$ cat src/rtl/seq_comparator_if.sv
// seq_comparator_if
//   Handshake and operand/result bundle for seq_comparator.
//   master : producer/consumer side (drives operands, in_valid, out_ready)
//   slave  : comparator side (drives in_ready, out_valid, eq, gt, lt)
// Signals
//   in_valid / in_ready   operand handshake
//   a, b [WIDTH]          operands
//   is_signed             1 = two's-complement compare, 0 = unsigned
//   out_valid / out_ready result handshake
//   eq, gt, lt            compare result
interface seq_comparator_if #(
  parameter int WIDTH = 32
);
  logic             in_valid;
  logic             in_ready;
  logic [WIDTH-1:0] a;
  logic [WIDTH-1:0] b;
  logic             is_signed;
  logic             out_valid;
  logic             out_ready;
  logic             eq;
  logic             gt;
  logic             lt;

  modport master (
    output in_valid, a, b, is_signed, out_ready,
    input  in_ready, out_valid, eq, gt, lt
  );

  modport slave (
    input  in_valid, a, b, is_signed, out_ready,
    output in_ready, out_valid, eq, gt, lt
  );
endinterface

$ cat src/rtl/seq_comparator.sv
// seq_comparator
//   Multi-cycle magnitude comparator. Two WIDTH-bit operands are compared
//   SLICE bits per clock, MSB slice first, producing eq/gt/lt.
//   Unsigned and two's-complement compares are supported.
// Ports
//   clock    in   rising-edge clock
//   reset_n  in   synchronous active-low reset
//   bus      slave modport of seq_comparator_if (operand/result handshakes)
// Parameters
//   WIDTH    operand width
//   SLICE    bits compared per cycle (WIDTH must be a multiple of SLICE)
// Build option
//   CMP_EARLY_EXIT_EN : when defined, RUN ends at the first differing slice
//                       instead of always walking all NSLICE slices.
module seq_comparator #(
  parameter int WIDTH = 32,
  parameter int SLICE = 2
) (
  input  logic              clock,
  input  logic              reset_n,
  seq_comparator_if.slave   bus
);

  localparam int NSLICE = WIDTH / SLICE;
  localparam int IDX_W  = (NSLICE > 1) ? $clog2(NSLICE) : 1;
  localparam logic [IDX_W-1:0] IDX_TOP = IDX_W'(NSLICE - 1);

  if ((SLICE < 1) || ((WIDTH % SLICE) != 0)) begin : g_slice_check
    $error("seq_comparator: WIDTH (%0d) must be a multiple of SLICE (%0d)", WIDTH, SLICE);
  end

  typedef enum logic [1:0] {
    S_IDLE = 2'd0,
    S_RUN  = 2'd1,
    S_DONE = 2'd2
  } state_t;

  // Extract slice i of v. In signed mode the operand MSB is inverted in the
  // top slice: this maps two's-complement order onto unsigned order, so the
  // same unsigned slice compare serves both modes.
  function automatic logic [SLICE-1:0] slice_at(
    input logic [WIDTH-1:0] v,
    input logic [IDX_W-1:0] i,
    input logic             sgn
  );
    logic [SLICE-1:0] s;
    s = SLICE'(v >> (int'(i) * SLICE));
    if (sgn && (i == IDX_TOP)) begin
      s[SLICE-1] = ~s[SLICE-1];
    end
    return s;
  endfunction

  // Control state (reset)
  state_t           state_q, state_d;
  logic [IDX_W-1:0] idx_q, idx_d;
  logic             eq_q, eq_d;
  logic             gt_q, gt_d;
  logic             lt_q, lt_d;

  // Datapath state (no reset; always written before use)
  logic [WIDTH-1:0] a_q, a_d;
  logic [WIDTH-1:0] b_q, b_d;
  logic             sgn_q, sgn_d;
  logic             eq_r_q, eq_r_d;
  logic             gt_r_q, gt_r_d;

  // Combinational slice step
  logic [SLICE-1:0] slice_a;
  logic [SLICE-1:0] slice_b;
  logic             step_eq;
  logic             step_gt;
  logic             finish;

  always_comb begin
    slice_a = slice_at(a_q, idx_q, sgn_q);
    slice_b = slice_at(b_q, idx_q, sgn_q);
    // Once a higher slice has decided (eq_r=0) the running result is frozen.
    if (eq_r_q) begin
      step_eq = (slice_a == slice_b);
      step_gt = (slice_a >  slice_b);
    end else begin
      step_eq = eq_r_q;
      step_gt = gt_r_q;
    end
  end

  always_comb begin
    state_d = state_q;
    idx_d   = idx_q;
    eq_d    = eq_q;
    gt_d    = gt_q;
    lt_d    = lt_q;
    a_d     = a_q;
    b_d     = b_q;
    sgn_d   = sgn_q;
    eq_r_d  = eq_r_q;
    gt_r_d  = gt_r_q;
    finish  = 1'b0;

    unique case (state_q)
      S_IDLE: begin
        if (bus.in_valid) begin
          a_d     = bus.a;
          b_d     = bus.b;
          sgn_d   = bus.is_signed;
          eq_r_d  = 1'b1;
          gt_r_d  = 1'b0;
          idx_d   = IDX_TOP;
          eq_d    = 1'b0;
          gt_d    = 1'b0;
          lt_d    = 1'b0;
          state_d = S_RUN;
        end
      end

      S_RUN: begin
        eq_r_d = step_eq;
        gt_r_d = step_gt;
`ifdef CMP_EARLY_EXIT_EN
        // Leave as soon as this slice decides the outcome.
        finish = (idx_q == '0) || (eq_r_q && !step_eq);
`else
        finish = (idx_q == '0);
`endif
        if (finish) begin
          eq_d    = step_eq;
          gt_d    = step_gt;
          lt_d    = !step_eq && !step_gt;
          state_d = S_DONE;
        end else begin
          idx_d = idx_q - 1'b1;
        end
      end

      S_DONE: begin
        // Result stays on eq/gt/lt until the next operand accept.
        if (bus.out_ready) begin
          state_d = S_IDLE;
        end
      end

      default: begin
        state_d = S_IDLE;
      end
    endcase
  end

  always_ff @(posedge clock) begin
    if (!reset_n) begin
      state_q <= S_IDLE;
      idx_q   <= IDX_TOP;
      eq_q    <= 1'b0;
      gt_q    <= 1'b0;
      lt_q    <= 1'b0;
    end else begin
      state_q <= state_d;
      idx_q   <= idx_d;
      eq_q    <= eq_d;
      gt_q    <= gt_d;
      lt_q    <= lt_d;
    end
  end

  always_ff @(posedge clock) begin
    a_q    <= a_d;
    b_q    <= b_d;
    sgn_q  <= sgn_d;
    eq_r_q <= eq_r_d;
    gt_r_q <= gt_r_d;
  end

  assign bus.in_ready  = (state_q == S_IDLE);
  assign bus.out_valid = (state_q == S_DONE);
  assign bus.eq        = eq_q;
  assign bus.gt        = gt_q;
  assign bus.lt        = lt_q;

endmodule
$ cat src/flat_wrapper.sv
// flat-port wrapper written by rule: the top's interface ports become plain ports
module seq_comparator_flat 
#(
  parameter int WIDTH = 32,
  parameter int SLICE = 2
)
  (clock, reset_n, bus_in_valid, bus_a, bus_b, bus_is_signed, bus_out_ready, bus_in_ready, bus_out_valid, bus_eq, bus_gt, bus_lt);
  seq_comparator_if #(.WIDTH(WIDTH)) bus_i ();
  input  logic clock;
  input  logic reset_n;
  input wire logic [$bits(bus_i.in_valid)-1:0] bus_in_valid;
  input wire logic [$bits(bus_i.a)-1:0] bus_a;
  input wire logic [$bits(bus_i.b)-1:0] bus_b;
  input wire logic [$bits(bus_i.is_signed)-1:0] bus_is_signed;
  input wire logic [$bits(bus_i.out_ready)-1:0] bus_out_ready;
  output wire logic [$bits(bus_i.in_ready)-1:0] bus_in_ready;
  output wire logic [$bits(bus_i.out_valid)-1:0] bus_out_valid;
  output wire logic [$bits(bus_i.eq)-1:0] bus_eq;
  output wire logic [$bits(bus_i.gt)-1:0] bus_gt;
  output wire logic [$bits(bus_i.lt)-1:0] bus_lt;
  assign bus_i.in_valid = bus_in_valid;
  assign bus_i.a = bus_a;
  assign bus_i.b = bus_b;
  assign bus_i.is_signed = bus_is_signed;
  assign bus_i.out_ready = bus_out_ready;
  assign bus_in_ready = bus_i.in_ready;
  assign bus_out_valid = bus_i.out_valid;
  assign bus_eq = bus_i.eq;
  assign bus_gt = bus_i.gt;
  assign bus_lt = bus_i.lt;
  seq_comparator #(.WIDTH(WIDTH), .SLICE(SLICE)) u_core (.clock(clock), .reset_n(reset_n), .bus(bus_i));
endmodule
$ cat config.mk
export PLATFORM = sky130hd
export DESIGN_NAME = seq_comparator_flat
export DESIGN_NICKNAME = d
export VERILOG_FILES = /design/src/rtl/seq_comparator_if.sv /design/src/rtl/seq_comparator.sv /design/src/flat_wrapper.sv
export SDC_FILE = /design/constraint.sdc
export NUM_CORES = 1
export LEC_CHECK = 0
export BUFFER_PORTS_ARGS = -buffer_cell sky130_fd_sc_hd__buf_4
export CORE_MARGIN = 3
export CORE_UTILIZATION = 45
export CTS_BUF_LIST = sky130_fd_sc_hd__clkbuf_2 sky130_fd_sc_hd__clkbuf_4 sky130_fd_sc_hd__clkbuf_8
export DETAILED_ROUTE_END_ITERATION = 12
export PLACE_DENSITY = 0.76
export SYNTH_ARGS = -nofsm -noshare
export SYNTH_HDL_FRONTEND = slang
export SYNTH_SLANG_ARGS = --single-unit
export TNS_END_PERCENT = 100
$ cat constraint.sdc
create_clock -name clock -period 6.1 [get_ports clock]
set_input_delay 0 -clock clock [delete_from_list [all_inputs] [get_ports clock]]
set_output_delay 0 -clock clock [all_outputs]
set_load 0.02 [all_outputs]
# ---- Yosys cells after proc, flatten, opt, wreduce, memory -nomap -nowiden
# Cells that the tools add are included.
dict set report word_totals {
  regBits 76
  inputBits 69
  out_inout_bits 5
  elab_cells 57
}
dict set report classes {
  add_sub_neg 1
  magnitude_cmp 1
  n_eq_ne 8
  shift 2
  muxes 21
  n_bitwise 2
  n_reduce_logical 12
}
# operator n
set ops {}
lappend ops {{right shift 32 x 5 -> 2 bit} 2}
lappend ops {{case mux 1 bit (2 select lines)} 5}
lappend ops {{2-to-1 mux 1 bit} 9}
lappend ops {{AND reduction 3 bit} 3}
lappend ops {{2-to-1 mux 4 bit} 2}
lappend ops {{case mux 4 bit (2 select lines)} 1}
lappend ops {{2-to-1 mux 2 bit} 3}
lappend ops {{inequality test 2 bit (second input constant)} 3}
lappend ops {{case mux 2 bit (3 select lines)} 1}
lappend ops {{equality test 4 bit (second input constant)} 1}
lappend ops {{zero test 4 bit} 1}
lappend ops {{AND reduction 2 bit} 2}
lappend ops {{subtractor 4 x 1 -> 4 bit (second input constant)} 1}
lappend ops {{equality test 2 x 1 -> 1 bit (second input constant)} 1}
lappend ops {{equality test 2 bit} 1}
lappend ops {{equality test 2 bit (second input constant)} 1}
lappend ops {{greater-than comparator 2 bit} 1}
lappend ops {{logical AND 1 bit} 2}
lappend ops {{zero test 1 bit} 2}
lappend ops {{zero test 2 bit} 1}
lappend ops {{inequality test 2 x 1 -> 1 bit (second input constant)} 1}
lappend ops {{NOT 1 bit} 2}
lappend ops {{nonzero test 2 bit} 1}

# ---- Depth between registers and ports, before layout
# Gate-level depths: netlist of run 1.
dict set report logic_depth {
  ltp_word 9
  mapped_depth 11
  ltp_nobuf 9
}

# ---- Worst setup path before layout of run 1
# OpenSTA, ideal clock, no wires.
dict set report synth_path {
  path_kind {reg-to-reg}
  from {register u_core.state_q[1]}
  to {register u_core.idx_q[3]}
  setup_ps 62
  arrival_ps 2654
  t_required_ps 6038
  setup_slack_ps 3384
  path_stages_with_launch 6
  path_buffers 0
  period_less_slack_ps 2716
  path_cell_list {dfxtp_1 > or3b_2 > inv_1 > a21oi_1 > or3_1 > nand3_1}
}
dict set report synth_between {
  elab_chain_len 3
  word_cells_on_any_way 7
  classes_between {eq/ne: 3; mux: 1; reduce/logical: 3}
}
# element line_no
set synth_lines {}
lappend synth_lines {{from (decl)} seq_comparator.sv:55} ;# state_t state_q, state_d;
lappend synth_lines {{from (signal assigned)} seq_comparator.sv:157} ;# state_q <= state_d;
lappend synth_lines {{equality test 2 x 1 -> 1 bit / zero test 2 bit (equally long branches)} seq_comparator.sv:101} ;# unique case (state_q)
lappend synth_lines {{inequality test 2 bit (no source line) / nonzero test 2 bit (equally long branches)} -}
lappend synth_lines {{AND reduction 3 bit (no source line)} -}
lappend synth_lines {{to (signal assigned)} seq_comparator.sv:158} ;# idx_q <= idx_d;
lappend synth_lines {{to (decl)} seq_comparator.sv:56} ;# logic [IDX_W-1:0] idx_q, idx_d;
# Several ways; a longest one is shown, not always the timed one.
# A chain may end at the register's enable or synchronous reset.

# ---- Worst setup path in the final report of run 1
dict set report layout_path {
  from {register u_core.idx_q[1]}
  to {register u_core.gt_q (netlist: u_core.bus.gt)}
}
dict set report layout_between {
  elab_chain_len 7
  word_cells_on_any_way 15
  classes_between {order compare: 1; eq/ne: 2; shift: 2; mux: 5; bitwise: 2; reduce/logical: 3}
}
# element line_no
set layout_lines {}
lappend layout_lines {{right shift 32 x 5 -> 2 bit / equality test 4 bit (equally long branches)} {seq_comparator.sv:47, seq_comparator.sv:48}}
lappend layout_lines {{NOT 1 bit / logical AND 1 bit (equally long branches)} {seq_comparator.sv:49, seq_comparator.sv:48}}
lappend layout_lines {{2-to-1 mux 1 bit} seq_comparator.sv:48} ;# if (sgn && (i == IDX_TOP)) begin
lappend layout_lines {{greater-than comparator 2 bit} seq_comparator.sv:81} ;# step_gt = (slice_a > slice_b);
lappend layout_lines {{2-to-1 mux 1 bit} seq_comparator.sv:79} ;# if (eq_r_q) begin
lappend layout_lines {{2-to-1 mux 1 bit} seq_comparator.sv:126} ;# if (finish) begin
lappend layout_lines {{case mux 1 bit (2 select lines)} seq_comparator.sv:101}
lappend layout_lines {{to (signal assigned)} seq_comparator.sv:160} ;# gt_q <= gt_d;
lappend layout_lines {{to (decl)} seq_comparator.sv:58} ;# logic gt_q, gt_d;
# Several ways; a longest one is shown, not always the timed one. The select of a mux whose other input is x is not followed.

==> impl_metrics.py, run 1 <==
metrics = {
    "synth": {
        "synth_cell_types": 35,
        "async_flop_share": 0,
        "ys_ff_latch": 76,
        "synth_seq_area_share": 0.7014,
        "yosysMostFrequentCell": "edfxtp_1",
        "yosysWarnings": 0,
        "synth.top_cells.by_area": "edfxtp_1 64%, mux4_1 10%, dfxtp_1 5.8%",
        "synthFlopType": "edfxtp_1",
        "synth_top_cell_by_area": "edfxtp_1",
        "synth_commonest_cells": "67 x edfxtp_1, 12 x mux4_1, 10 x nand2_1",
        "syn_inst": 170,
        "synth_edf_count": 67,
        "syn_area_per_cell_um2": 18.39,
        "synthesis.nets": 243,
        "synth_top_area_share": 0.6437,
        "synth_area_um2": 3125,
    },
    "clock_tree": {
        "cts-root-buf": "clkbuf_8",
        "cts.path.max_buffers": 2,
        "clk_pin_slew_worst_paths_ps": 70,
        "clock_sinks": 76,
        "clock_latency_ps": 340,
        "tritoncts": "done",
        "cts_resized": 0,
        "htreeDepth": 3,
        "postCtsSetupBuffers": 0,
        "cts_made_buffers": 9,
    },
    "layout": {
        "syn_to_final_growth_pct": 46.52,
        "diodes": 0,
        "nets": 387,
        "drive_gt1_frac": 0.3145,
        "post-route-util": 0.7011,
    },
    "placed_design": {
        "post-place-ws_ps": 2876,
        "gp_congestion": 0.7430,
        "hpwl_um": 3902,
        "io_buffers": 73,
    },
    "critical_path": {
        "arrival_ps": 3470,
        "critPathLaunch": "u_core.idx_q[1]",
        "crit_fanout": 18,
        "r2r_start": "u_core.idx_q[1]",
        "r2r_setup_slack_ps": 2890,
        "crit_path_start_kind": "register",
        "required_ps": 6360,
        "critPathKind": "register to register",
        "endpoint_kind": "register",
    },
    "route": {
        "dr.pass1.iters": 4,
        "via_per_inst": 5.147,
        "ant_nets": 0,
        "num_vias": 2033,
        "drc": 0,
        "detailedRoute.firstIterationViolations": 110,
        "routedWlPerCell_um": 16.70,
        "wirelength_um": 6596,
    },
    "power": {
        "intPower_mw": 0.9605,
        "seq_power_share": 0.524,
        "p_leak_nw": 1.828,
        "power_switching_mw": 0.2647,
        "pwr-share-comb": 0.147,
        "switching_share": 0.2161,
        "ir_drop_mv": 0.1953,
        "p_per_area_nw_per_um2": 267.6,
        "clkPwrFrac": 0.330,
    },
    "hold_path": {
        "hp-class": "input pin to register",
        "hp-start": "bus_in_valid",
    },
    "timing": {
        "finalSetupViolCount": 0,
        "slew_headroom": 0.4764,
        "skew_ps": 5.805,
        "fmax_ghz": 0.3114,
        "fin_crit_sh": 0.5264,
        "fin_crit_ps": 3211,
        "drv_slew": 0,
        "rsz0062_at_grt": "no",
        "fin_setup_tns_ps": 0,
        "hold_viol": 0,
        "setup_ws_ps": 2889,
        "max_slew.worst_pin.slew_ps": 784.3,
    },
    "grt": {
        "grt_antenna_before_repair": 0,
        "grt_pass1_wl_um": 10220,
        "grt.total_usage": 0.1793,
        "gr-total-overflow": 0,
        "grt_max_degree": 51,
        "first_global_vias": 2120,
    },
    "floorplan": {
        "num_io_pins": 74,
        "die_h_um": 89.34,
        "die_w_um": 89.34,
        "fp-row-count": 29,
        "start_util": 0.4785,
        "dieArea_um2": 7982,
        "coreArea_um2": 6531,
    },
    "flow_run": {
        "maxCapViolCount": 0,
    },
    "run_status": {
        "status": "complete, no violations",
    },
}
[cell families (layout without fill, tap and decap cells)]
| logic type | after synthesis | after routing | synth area share |
|---|---|---|---|
| multiplexers | 21 | 21 | 0.1465 |
| AO/OA/AOI/OAI | 18 | 18 | 0.03683 |
| buffers and inverters | 11 | 159 | 0.02642 |
| XOR/XNOR | 2 | 2 | 0.005606 |
| flip-flops | 76 | 76 | 0.7014 |
| AND/OR/NAND/NOR | 38 | 38 | 0.06725 |
| adder cells (fa/ha/maj) | 4 | 4 | 0.01601 |
[power groups by stage]
| stage | combinational, mW | sequential, mW | clock, mW |
|---|---|---|---|
| after floorplan | 0.0974 | 0.643 | 0 |
| after global placement | 0.141 | 0.652 | 0 |
| after detailed placement | 0.144 | 0.654 | 0 |
| after global routing | 0.197 | 0.647 | 0.435 |
| after CTS | 0.179 | 0.643 | 0.411 |
| final | 0.180 | 0.642 | 0.404 |
[routing by layer]
metal	share of wire	up-vias	global-route usage	wire [um]
met3	0.049	15	0.05069	326
met1	0.40	983	0.2235	2669
li1	-	969	-	-
met5	0	-	0	0
met4	0.029	0	0.08525	194
met2	0.52	66	0.2900	3406
[sequential cells by signal, indices dropped and copies added, names as in the netlist]
name	cells
u_core.gt_r_q	1
u_core.bus.lt	1
u_core.eq_r_q	1
u_core.state_q	2
u_core.bus.eq	1
u_core.sgn_q	1
u_core.a_q	32
u_core.bus.gt	1
u_core.idx_q	4
u_core.b_q	32
[cells in the final DEF, fill, tap and decap left out, drive strengths merged, types with 5 or more instances in the layout]
cell type,netlist,final
a21oi,5,5
buf,6,74
clkbuf,1,10
dfxtp,9,9
dlygate4sd3,0,66
edfxtp,67,67
mux4,16,16
nand2,10,10
nor2b,5,5
[what timing repair did]
action / CTS / global route
hold endpoints to repair: 71 / 0
setup endpoints to repair: 0 / 0
hold buffers: 66 / 0
[cell type report]
class                   count  area, um2
well taps                  77      96.34
repair buffers            140       1216
multi-input cells          83      850.8
fillers                   420       1952
clock inverters             5      77.57
clock buffers              10      131.4
inverters                   4      15.01
flip-flops and latches     76       2192
[through the flow]
step	std cells	cell area [um2]	total power, mW	hold slack [ps]
floorplan	170	3126	0.7401	61.94
global placement	314	3710	0.7928	179.1
detailed placement	314	3710	0.7987	179.3
CTS	395	4579	1.232	10.28
global route	395	4579	1.278	11.81
finish	395	4579	1.225	23.09
[critical path: stages (launching register included)]
cell and delay, ps:
dfxtp_1 830, mux4_2 600, mux2i_1 190, o22ai_1 110, a31o_2 230, ha_1 280
nand2b_1 50, a31oi_1 210, or3b_2 460, a21boi_0 170
[final timing paths]
kind | end | cells after the start
max reg2reg | u_core.bus.gt | 9
min | u_core.gt_r_q | 2
max | u_core.bus.gt | 9
min reg2reg | u_core.bus.lt | 2
(Power assumes the default switching activity.)
==> run 2, diff against run 1 <==
PLACE_DENSITY = 0.78   (was 0.76)
clock period = 2.85 ns   (was 6.1 ns; I/O delays follow)
==> run 2 against run 1 <==
Clock-buffer cell count decreased by 1. Cell count up 1.5%. Clock power increased by 93%. Largest power group unchanged. Highest routed layer unchanged.
==> impl_metrics.py, run 2 (synthesis results as in run 1) <==
metrics = {
    "floorplan": {
        "num_io_pins": 74,
        "start_util": 0.4785,
        "die_h_um": 89.34,
        "dieArea_um2": 7982,
        "coreArea_um2": 6531,
        "die_w_um": 89.34,
        "fp-row-count": 29,
    },
    "critical_path": {
        "crit_slowest_cell": "mux4_2",
        "crit_path_cell_trace": "mux4_2, mux2i_1, o22ai_1, a31o_2, ha_1, nand2b_1, a31oi_2, or3b_2, a21boi_1",
        "endpoint_kind": "register",
        "required_ps": 3120,
        "crit_fanout": 6,
        "critPathKind": "register to register",
        "crit_path_start_kind": "register",
        "arrival_ps": 3020,
        "slowest_delay_ps": 500,
    },
    "timing": {
        "drv_slew": 0,
        "fmax_ghz": 0.3636,
        "setup_ws_ps": 99.82,
        "skew_ps": 10.27,
        "finalSetupViolCount": 0,
        "fin_crit_ps": 2750,
        "whs_ps": 14.60,
        "slew_headroom": 0.6853,
        "hold_viol": 0,
        "max_slew.worst_pin.slew_ps": 467.1,
        "fin_crit_sh": 0.9650,
    },
    "power": {
        "seq_power_share": 0.531,
        "intPower_mw": 1.971,
        "switching_share": 0.2333,
        "clkPwrFrac": 0.303,
        "ir_drop_mv": 0.4004,
        "p_per_area_nw_per_um2": 554.2,
        "p_leak_nw": 1.848,
        "power_switching_mw": 0.5996,
        "pwr-share-comb": 0.166,
    },
    "route": {
        "via_per_inst": 5.100,
        "num_vias": 2045,
        "routedWlPerCell_um": 17.82,
        "dr.pass1.iters": 4,
        "detailedRoute.firstIterationViolations": 88,
        "ant_nets": 0,
        "drc": 0,
        "wirelength_um": 7144,
    },
    "layout": {
        "diodes": 0,
        "syn_to_final_growth_pct": 48.40,
        "drive_gt1_frac": 0.3395,
        "top_regs": "u_core.a_q x32, u_core.b_q x32, u_core.idx_q x4",
        "post-route-util": 0.7102,
        "nets": 394,
        "mostFrequentLayoutCell": "buf_4",
        "fillCellCount": 399,
        "layout_common_cells": "79 x buf_4, 67 x edfxtp_1, 66 x dlygate4sd3_1",
        "fin_area_um2": 4638,
    },
    "clock_tree": {
        "clock_sinks": 76,
        "tritoncts": "done",
        "cts.path.max_buffers": 2,
        "htreeDepth": 3,
        "clk_pin_slew_worst_paths_ps": 80,
        "cts-root-buf": "clkbuf_8",
        "postCtsSetupBuffers": 0,
        "clock_latency_ps": 350,
        "cts_made_buffers": 9,
    },
    "grt": {
        "first_global_vias": 2144,
        "grt_max_degree": 49,
        "gr-total-overflow": 0,
        "grt.total_usage": 0.1918,
        "grt_pass1_wl_um": 10940,
        "grt_antenna_before_repair": 0,
    },
    "placed_design": {
        "post-place-ws_ps": -37.75,
        "hpwl_um": 3992,
        "placed_area_um2": 3775,
        "gp_congestion": 0.7510,
        "io_buffers": 73,
    },
    "hold_path": {
        "hp-class": "input pin to register",
    },
    "flow_run": {
        "maxCapViolCount": 0,
    },
    "run_status": {
        "status": "complete, no violations",
    },
}
-- run 2: changes by cell type in the layout (fill, tap and decap cells not counted), moves of 2 or more --
cell / before / now
buf_4: 74 / 79
a21boi_0: 2 / 0
a21boi_1: 0 / 2
dfxtp_1: 9 / 7
dfxtp_4: 0 / 2
-- run 2: per-layer routing --
layer,GRT usage,share of wire,vias up
met5,0,0,-
met4,0.05683,0.016,0
met3,0.06083,0.055,9
met2,0.3175,0.53,72
met1,0.2437,0.40,981
li1,-,-,983
-- run 2: critical path, delay by kind of cell (launching register included) --
kind | cells | cell delay, ps
AO/OA/AOI/OAI | 4 | 680
flip-flops | 1 | 410
adder cells (fa/ha/maj) | 1 | 310
multiplexers | 2 | 740
AND/OR/NAND/NOR | 2 | 530
-- run 2: what timing repair did --
| action | CTS | global route |
|---|---|---|
| hold endpoints to repair | 71 | 0 |
| setup endpoints to repair | 1 | 2 |
| hold buffers | 66 | 0 |
| pin swaps | 0 | 1 |
| resized for setup | 2 | 8 |
-- run 2: layout make-up --
class,instances,area [um2],area share
clock buffer,9,123.9,0.02671
clock inverter,5,55.05,0.01187
inverter,4,15.01,0.003237
multi-input combinational,83,859.6,0.1853
sequential,76,2200,0.4742
tap,77,96.34,0.02077
timing repair buffer,147,1289,0.2779
-- run 2: final timing paths --
check,from,endpoint,cells past startpoint,slack (ps)
max,u_core.idx_q[1],u_core.bus.gt,9,100
min,bus_out_ready,u_core.state_q[0],3,10
max reg2reg,u_core.idx_q[1],u_core.bus.gt,9,100
min reg2reg,u_core.bus.lt,u_core.bus.lt,2,460
-- run 2: power by group through the flow --
stage          Sequential, mW  Clock [mW]  Combinational [mW]
6_report                 1.36       0.779               0.427
5_1_grt                  1.37       0.837               0.464
4_1_cts                  1.36       0.778               0.410
3_5_place_dp             1.39           0               0.337
3_3_place_gp             1.38           0               0.329
2_1_floorplan            1.38           0               0.208
-- run 2: through the flow --
stage                     total power [mW]  TNS, ps  std cells
after floorplan                      1.584        0        170
final                                2.570        0        401
after detailed placement             1.723   -37.75        321
after global routing                 2.676   -13.93        401
after CTS                            2.550        0        401
after global placement               1.710        0        321
